File: src/rtl/sprite_blitter_pkg.sv
// Shared types and defaults for the sprite_blitter compositor.
// Optional transparency is selected in the top file by SPRITE_BLITTER_TRANSPARENCY_EN.
package sprite_blitter_pkg;

  typedef enum logic [2:0] {
    ST_IDLE   = 3'd0,
    ST_SELECT = 3'd1,
    ST_SCAN   = 3'd2,
    ST_DRAIN  = 3'd3,
    ST_DONE   = 3'd4
  } state_t;

  localparam int DEF_COLOR_W           = 3;
  localparam int DEF_TRANSPARENT_COLOR = 0;
  localparam int DEF_SCREEN_X          = 320;
  localparam int DEF_SCREEN_Y          = 240;

  // Index width that stays at least one bit wide for single-entry ranges.
  function automatic int idx_w(input int n);
    return (n > 1) ? $clog2(n) : 1;
  endfunction

endpackage

File: src/rtl/sprite_blitter_scanner.sv
// Raster address counter over one SPR_W x SPR_H sprite: column fastest, row slowest.
// Flags the final pixel so the controller can move to the next channel.
module sprite_scanner
  import sprite_blitter_pkg::*;
#(
  parameter int SPR_W = 16,
  parameter int SPR_H = 16
) (
  input  logic                      clk,
  input  logic                      resetn,
  input  logic                      en,
  input  logic                      clear,
  output logic [idx_w(SPR_W)-1:0]   rom_x,
  output logic [idx_w(SPR_H)-1:0]   rom_y,
  output logic                      last
);

  localparam int XW = idx_w(SPR_W);
  localparam int YW = idx_w(SPR_H);
  localparam logic [XW-1:0] LAST_X = XW'(SPR_W - 1);
  localparam logic [YW-1:0] LAST_Y = YW'(SPR_H - 1);

  logic end_of_row;

  assign end_of_row = (rom_x == LAST_X);
  assign last       = end_of_row && (rom_y == LAST_Y);

  always_ff @(posedge clk or negedge resetn) begin
    if (!resetn) begin
      rom_x <= '0;
      rom_y <= '0;
    end else if (clear) begin
      rom_x <= '0;
      rom_y <= '0;
    end else if (en) begin
      if (end_of_row) begin
        rom_x <= '0;
        rom_y <= (rom_y == LAST_Y) ? '0 : rom_y + 1'b1;
      end else begin
        rom_x <= rom_x + 1'b1;
      end
    end
  end

endmodule

File: src/rtl/sprite_blitter.sv
// Multi-channel sprite compositor: walks channels 0..NUM_SPRITES-1 and streams plot/x/y/color.
// Define SPRITE_BLITTER_TRANSPARENCY_EN to suppress pixels whose colour equals TRANSPARENT_COLOR.
module sprite_blitter
  import sprite_blitter_pkg::*;
#(
  parameter int NUM_SPRITES       = 4,
  parameter int SPR_W             = 16,
  parameter int SPR_H             = 16,
  parameter int WIDTH_X           = 9,
  parameter int WIDTH_Y           = 9,
  parameter int SCREEN_X          = DEF_SCREEN_X,
  parameter int SCREEN_Y          = DEF_SCREEN_Y,
  parameter int COLOR_W           = DEF_COLOR_W,
  parameter int TRANSPARENT_COLOR = DEF_TRANSPARENT_COLOR
) (
  input  logic                              clk,
  input  logic                              resetn,
  input  logic                              start,
  input  logic [NUM_SPRITES-1:0]            layer_en,
  input  logic [NUM_SPRITES*WIDTH_X-1:0]    pos_x,
  input  logic [NUM_SPRITES*WIDTH_Y-1:0]    pos_y,
  output logic                              busy,
  output logic                              done,
  output logic [idx_w(NUM_SPRITES)-1:0]     rom_sel,
  output logic [idx_w(SPR_W)-1:0]           rom_x,
  output logic [idx_w(SPR_H)-1:0]           rom_y,
  input  logic [COLOR_W-1:0]                rom_color,
  output logic                              plot,
  output logic [WIDTH_X-1:0]                x,
  output logic [WIDTH_Y-1:0]                y,
  output logic [COLOR_W-1:0]                color,
  output logic [2:0]                        dbg_state
);

  localparam int SEL_W = idx_w(NUM_SPRITES);
  localparam logic [SEL_W-1:0]   LAST_IDX = SEL_W'(NUM_SPRITES - 1);
  localparam logic [WIDTH_X:0]   LIM_X    = (WIDTH_X + 1)'(SCREEN_X);
  localparam logic [WIDTH_Y:0]   LIM_Y    = (WIDTH_Y + 1)'(SCREEN_Y);

  // Handshake: start is sampled only in IDLE (ignored, not queued, otherwise);
  // busy is high from the cycle after acceptance through DONE; done pulses once in DONE.
  state_t                 state;
  logic [SEL_W-1:0]       idx;
  logic [NUM_SPRITES-1:0] en_q;
  logic [WIDTH_X-1:0]     px_q [NUM_SPRITES];
  logic [WIDTH_Y-1:0]     py_q [NUM_SPRITES];

  logic                   scan_act;
  logic                   scan_last;
  logic                   last_chan;
  logic [WIDTH_X:0]       sx;
  logic [WIDTH_Y:0]       sy;
  logic                   plot_q;

  assign scan_act  = (state == ST_SCAN);
  assign last_chan = (idx == LAST_IDX);
  assign dbg_state = state;
  assign rom_sel   = scan_act ? idx : '0;

  sprite_scanner #(
    .SPR_W (SPR_W),
    .SPR_H (SPR_H)
  ) u_scanner (
    .clk    (clk),
    .resetn (resetn),
    .en     (scan_act),
    .clear  (!scan_act),
    .rom_x  (rom_x),
    .rom_y  (rom_y),
    .last   (scan_last)
  );

  always_ff @(posedge clk or negedge resetn) begin
    if (!resetn) begin
      state <= ST_IDLE;
      idx   <= '0;
      en_q  <= '0;
      busy  <= 1'b0;
      done  <= 1'b0;
      for (int i = 0; i < NUM_SPRITES; i++) begin
        px_q[i] <= '0;
        py_q[i] <= '0;
      end
    end else begin
      done <= 1'b0;
      case (state)
        ST_IDLE: begin
          if (start) begin
            en_q  <= layer_en;
            idx   <= '0;
            busy  <= 1'b1;
            state <= ST_SELECT;
            for (int i = 0; i < NUM_SPRITES; i++) begin
              px_q[i] <= pos_x[i*WIDTH_X +: WIDTH_X];
              py_q[i] <= pos_y[i*WIDTH_Y +: WIDTH_Y];
            end
          end
        end
        ST_SELECT: begin
          if (en_q[idx]) begin
            state <= ST_SCAN;
          end else if (last_chan) begin
            state <= ST_DRAIN;
          end else begin
            idx <= idx + 1'b1;
          end
        end
        ST_SCAN: begin
          if (scan_last) begin
            if (last_chan) begin
              state <= ST_DRAIN;
            end else begin
              idx   <= idx + 1'b1;
              state <= ST_SELECT;
            end
          end
        end
        ST_DRAIN: begin
          done  <= 1'b1;
          state <= ST_DONE;
        end
        ST_DONE: begin
          busy  <= 1'b0;
          state <= ST_IDLE;
        end
        default: begin
          busy  <= 1'b0;
          state <= ST_IDLE;
        end
      endcase
    end
  end

  // Extra top bit catches positions that run past the screen edge instead of wrapping.
  assign sx = {1'b0, px_q[idx]} + (WIDTH_X + 1)'(rom_x);
  assign sy = {1'b0, py_q[idx]} + (WIDTH_Y + 1)'(rom_y);

  always_ff @(posedge clk or negedge resetn) begin
    if (!resetn) begin
      plot_q <= 1'b0;
      x      <= '0;
      y      <= '0;
    end else begin
      plot_q <= scan_act && (sx < LIM_X) && (sy < LIM_Y);
      if (scan_act) begin
        x <= sx[WIDTH_X-1:0];
        y <= sy[WIDTH_Y-1:0];
      end
    end
  end

  // ROM data arrives in the same cycle as the registered coordinates, so colour is gated through.
  assign color = plot_q ? rom_color : '0;

`ifdef SPRITE_BLITTER_TRANSPARENCY_EN
  localparam logic [COLOR_W-1:0] KEY = COLOR_W'(TRANSPARENT_COLOR);
  assign plot = plot_q && (rom_color != KEY);
`else
  logic unused_key;
  assign unused_key = ^(COLOR_W'(TRANSPARENT_COLOR));
  assign plot = plot_q;
`endif

endmodule

File: config.mk
export PLATFORM = sky130hd
export DESIGN_NAME = sprite_blitter
export DESIGN_NICKNAME = d
export VERILOG_FILES = /design/src/rtl/sprite_blitter_pkg.sv /design/src/rtl/sprite_blitter_scanner.sv /design/src/rtl/sprite_blitter.sv
export SDC_FILE = /design/constraint.sdc
export NUM_CORES = 1
export LEC_CHECK = 0
export ABC_AREA = 1
export BUFFER_PORTS_ARGS = -buffer_cell sky130_fd_sc_hd__buf_4
export CAP_MARGIN = 20
export CORE_UTILIZATION = 35
export CTS_CLUSTER_DIAMETER = 50
export CTS_CLUSTER_SIZE = 28
export DETAILED_ROUTE_END_ITERATION = 7
export PLACE_DENSITY = 0.65
export SLEW_MARGIN = 20
export SYNTH_ARGS = -nofsm -noshare
export SYNTH_HDL_FRONTEND = slang
export SYNTH_SLANG_ARGS = --single-unit
File: constraint.sdc
create_clock -name clk -period 6.2 [get_ports clk]
set_input_delay 0.62 -clock clk [delete_from_list [all_inputs] [get_ports clk]]
set_output_delay 0.62 -clock clk [all_outputs]
set_load 0.01 [all_outputs]
* Yosys cells after proc, flatten, opt, wreduce, memory -nomap -nowiden
Index checks and enable logic that the tools add are counted.
Operators by class: $add $sub $neg 5, order comparisons 4, equal/unequal tests 11, multiplexer cells 29, bitwise logic cells 2, reduce and logical (&&, ||, !) cells 10
Operators by type and width (count):
- binary-select mux 9 bit (select 2 bit) | 2
- two-way mux 9 bit | 4
- adder 9 x 4 -> 10 bit | 2
- two-way mux 4 bit | 5
- two-way mux 3 bit | 5
- two-way mux 2 bit | 6
- case mux 3 bit (4 select lines) | 1
- < comparator 10 x 8 -> 1 bit (second input constant) | 1
- < comparator 10 x 9 -> 1 bit (second input constant) | 1
- adder 4 x 1 -> 4 bit (second input constant) | 2
- equality test 4 bit (second input constant) | 2
- equality test 3 x 2 -> 1 bit (second input constant) | 2
- case mux 2 bit (3 select lines) | 1
- != test 2 x 1 -> 1 bit (second input constant) | 2
- != test 2 bit (second input constant) | 2
- AND reduction 2 bit | 2
- AND reduction 4 bit | 1
- equality test 3 x 1 -> 1 bit (second input constant) | 1
- greater-or-equal comparator 3 bit (second input constant) | 1
- logical AND 1 bit | 3
- zero test 3 bit | 1
- < comparator 2 x 3 -> 1 bit (second input constant) | 1
- two-way mux 1 bit | 3
- != test 3 bit (second input constant) | 1
- 9 further kinds | 9
Word-level totals: register bits 110, bits of input ports 82, output and inout bits 37, word-level logic and storage cells 79

* Depth between registers and ports, before layout
depth in word-level cells 8, gate-level depth with buffers 18, depth with buffers taken out 15

* Modules after synthesis
A second synthesis with hierarchy kept.
Second synthesis, totals: cells, all modules 736, area total of the unflattened synthesis 5610.4 µm²
Modules (own cells, without submodules):
- sprite_blitter | times used 1, cells an instance 677, area an instance 5147.4 µm², seq. area each 2552.4 µm²
- sprite_scanner | times used 1, cells an instance 59, area an instance 462.9 µm², seq. area each 200.2 µm²

* Worst setup path after synthesis
No wires, ideal clock.
path type flip-flop to flip-flop, from register idx[0], to register y[6], setup time 127 ps, arrival time 2523 ps, required time 6073 ps, slack 3549 ps, cell stages (with the launch flop) 17, path buffers 3, clock period less this slack 2651 ps, cells stage by stage dfrtp_1 > inv_2 > buf_4 > buf_2 > clkbuf_1 > nor2_1 > o22ai_1 > ha_1 > inv_1 > fa_1 > nor2_1 > nor2_1 > inv_1 > nand2_1 > nor2_1 > xor2_1 > o21ai_0
Between the ends: longest elaborated chain between the ends 5
RTL lines:
- start: declaration | line sprite_blitter.sv:43 | logic [SEL_W-1:0] idx;
- start signal: assignment | line sprite_blitter.sv:105 | idx <= idx + 1'b1;
- start signal: assignment | line sprite_blitter.sv:113 | idx <= idx + 1'b1;
- inverter 2 -> 3 bit (implied by the code) | line sprite_blitter.sv:136 | assign sy = {1'b0, py_q[idx]} + (WIDTH_Y + 1)'(rom_y);
- binary-select mux 9 bit (select 2 bit) | line sprite_blitter.sv:136
- two-way mux 9 bit (implied by the code) (2 in series) | line sprite_blitter.sv:136
- adder 9 x 4 -> 10 bit | line sprite_blitter.sv:136
- end signal: assignment | line sprite_blitter.sv:147 | y <= sy[WIDTH_Y-1:0];
- end: declaration | line sprite_blitter.sv:30 | output logic [WIDTH_Y-1:0] y,
Every way passes these cells. The select of a mux whose other input is x is not followed. A chain may end at the register's enable or synchronous reset.

* Worst setup path in the final report
from register idx[1], to register plot_q (netlist: plot)
Between the ends: longest elaborated chain between the ends 8, elaborated cells on any way between the ends 13, those cells by class add/sub: 2; order compare: 2; mux: 6; bitwise: 1; reduce/logical: 2
RTL lines:
- inverter 2 -> 3 bit (implied by the code) * | line sprite_blitter.sv:135, sprite_blitter.sv:136
- binary-select mux 9 bit (select 2 bit) | line sprite_blitter.sv:135 | assign sx = {1'b0, px_q[idx]} + (WIDTH_X + 1)'(rom_x);
- two-way mux 9 bit (implied by the code) (2 in series) | line sprite_blitter.sv:135
- adder 9 x 4 -> 10 bit | line sprite_blitter.sv:135
- < comparator 10 x 9 -> 1 bit | line sprite_blitter.sv:144 | plot_q <= scan_act && (sx < LIM_X) && (sy < LIM_Y);
- logical AND 1 bit | line sprite_blitter.sv:144
- logical AND 1 bit * | line sprite_blitter.sv:144
- end signal: assignment | line sprite_blitter.sv:144
- end: declaration | line sprite_blitter.sv:53 | logic plot_q;
Every way passes the cells marked *; elsewhere a longest branch is shown, timed or not. The select of a mux whose other input is x is not followed.

==> impl_results.md <==
* CP startpoint kind: register
* Fin crit share at 55.23%
* Initial DRC Count at 237
* Final WL at 13100 µm
* DR top layer: met4
* Yosys reg bits at 110
* Fin Setup TNS at 0 ns
* Most area-consuming cells after synthesis: dfrtp_1, mux2_2, nand2_1
* Share of layout cells above drive strength 1 at 34.13%
* Worst slew margin at 39.79%
* Fraction of registers with async set/reset at 100.0%
* Post-CTS Setup Inserts at 0
* Sequential fraction of the synthesis area at 50.73%
* Hold Slack at 0.2363 ns
* CTS tree: built
* H-Tree Depth at 3
* Top cell type's share of synthesized area at 50.73%
* Die ar. at 16010 µm²
* Outcome: complete, no violations
* Buffers on Ports at 118
* CTS Sinks at 110
* Crit-path max FO at 25
* Remaining DRCs at 0
* Met1 Wirelength at 6194 µm
* Post-DR vias/cell at 4.962
* Worst R2R End: plot
* Syn Inst Count at 557
* Grt ovf at 0
* RSZ-0062 raised after global routing: no
* Crit path arrival time at 3.66 ns
* Critical path class: reg -> reg
* Final Critical Period at 3.424 ns
* Post-synth EDFFs at 0
* Worst Path Required at 6.44 ns
* Synth unique cells at 36
* Critical path endpoint: plot
* Pwr Total at 3.250 mW
* Max frequency at 292.0 MHz
* Clock Latency Late Sink at 0.35 ns
* RR Startpoint: idx[1]
* Largest net degree at the start of global routing at 82
* Yosys warns at 0
* Reg2Reg Depth at 14
* Hold buffers post-CTS at 0
* Syn Nets at 652
* Inserted Diodes at 0
* Die Y at 126.5 µm
* Pwr Density at 480.4 nW/µm²
* Clk slew on worst S/H paths at 0.07 ns
* RD Place Congestion at 0.8415
* Multi-input logic area at 2415 µm²
* Nets at 761
* Slack of the worst reg-to-reg path at 2.78 ns
* Ys flop type: dfrtp_1
* Crit path capture type: register
* Class of the worst hold path: in -> async
* GRT Total Usage at 17.27%
* Num CTS Buffers at 9
* Most frequent cell after synthesis: nand2_1
* Most frequent cells after synthesis: nand2_1, dfrtp_1, mux2_2
* Register area at 2753 µm²
* Number of fill cells at 1434
* Final hold vios at 0
* Maximum vdd ir drop at 0.2324 mV
* Dpl hpwl at 9469 µm
* Max_cap viols at 0
* WL met3 at 520 µm
* Syn Area/Cell at 9.742 µm²
* Global-route wire length before repair at 21460 µm
* CP startpoint: idx[1]
* Area leader, netlist: dfrtp_1
* Pleak at 3.306 nW
* CTS Root Buffer Type: clkbuf_16
* Post-Syn Area at 5426 µm²
* Final setup fails at 0
* Initial antenna violation count at 0
* Max-slew violations at 0
* Measured slew at the worst slew-check pin at 0.9031 ns
* Core area at 15150 µm²
* Row count at 45
* CTS Buffer Depth at 2
* Boundary Pins at 119
* Pre-Repair DR Iteration Count at 4
* Vias at 4262
* Starting Density at 35.83%
* Area delta synth->final at 24.67%
* Worst clock skew at 0.005901 ns
* Post-route ant nets at 0
* Vias in the first global route at 4300
* Post_cts resized at 0
* WL/cell at 15.25 µm
* Die W at 126.5 µm
* WL met2 at 6169 µm
[area by class of cell]
type	count	area share, %
inverters	32	1.775
repair buffers	122	13.83
flip-flops and latches	110	40.69
clock inverters	2	0.1849
well taps	188	3.477
multi-input cells	391	35.69
clock buffers	14	4.346
[cells in the final DEF, fill, tap and decap left out, types with 4 or more instances in the layout]
| master | synthesis | layout |
|---|---|---|
| a21oi_1 | 15 | 15 |
| buf_4 | 3 | 121 |
| clkbuf_16 | 0 | 9 |
| clkbuf_8 | 0 | 5 |
| dfrtp_1 | 110 | 110 |
| ha_1 | 11 | 11 |
| inv_1 | 30 | 30 |
| mux2_2 | 72 | 72 |
| nand2_1 | 136 | 136 |
| nand2_2 | 4 | 4 |
| nand3_1 | 30 | 29 |
| nand3_2 | 4 | 4 |
| nor2_1 | 43 | 43 |
| nor2_2 | 4 | 4 |
| o21ai_0 | 35 | 35 |
| o22ai_1 | 7 | 7 |
| xor2_1 | 4 | 4 |
[worst min path at each step]
stage / startpoint / slack, ns / endpoint
after detailed placement: x[1] / 0.47 / x[1]
after floorplan: resetn / 0.32 / busy
after global routing: resetn / 0.28 / done
after CTS: resetn / 0.26 / y[5]
final: resetn / 0.24 / y[5]
after global placement: x[2] / 0.47 / x[2]
[power by group]
part / internal, mW / total [mW] / switching (mW)
Clock: 0.327 / 0.585 / 0.257
Sequential: 1.05 / 1.25 / 0.198
Combinational: 0.647 / 1.41 / 0.767
Total: 2.03 / 3.25 / 1.22
[per-layer routing]
| layer | GRT usage, % | vias to the layer above |
|---|---|---|
| li1 | - | 2076 |
| met1 | 22.87 | 2071 |
| met2 | 27.95 | 99 |
| met3 | 3.374 | 16 |
| met5 | 0 | - |
| met4 | 6.662 | 0 |
[sequential cells by signal, summed over array words and instances, names as in the netlist, 2 cells and up]
register and cells:
px_q 36, dbg_state 3, u_scanner.rom_y 4, u_scanner.rom_x 4, idx 2, y 9, x 9, en_q 4
py_q 36
[per-stage QoR]
stage / worst slack [ns] / cells / utilization, % / cell area, µm²
floorplan: 3.549 / 557 / - / 5426
global placement: 2.923 / 842 / 42.46 / 6431
detailed placement: 2.809 / 842 / 42.46 / 6431
CTS: 2.765 / 858 / 44.49 / 6738
global route: 2.446 / 859 / 44.67 / 6765
finish: 2.776 / 859 / 44.67 / 6765
[worst max-delay path: stages (launching register included)]
cell and delay, ns:
dfrtp_1 0.85, inv_1 0.63, o21ai_0 0.23, o22ai_1 0.11
ha_1 0.22, fa_1 0.41, and3_1 0.20, nor2_1 0.21
inv_1 0.10, nand2_1 0.07, nand2_1 0.06, nand2_1 0.07
nand2_1 0.05, nand2_1 0.06, nor2_1 0.04
[logic make-up after synthesis]
logic type / count (synthesis) / synth area share, %
simple gates: 237 / 18.93
fa+ha+maj: 13 / 3.274
xor+xnor: 6 / 0.9684
buf+inv: 56 / 5.003
compound gates: 63 / 6.156
flops: 110 / 50.73
mux: 72 / 14.94
Note: power is estimated with default switching activity, not from simulation.
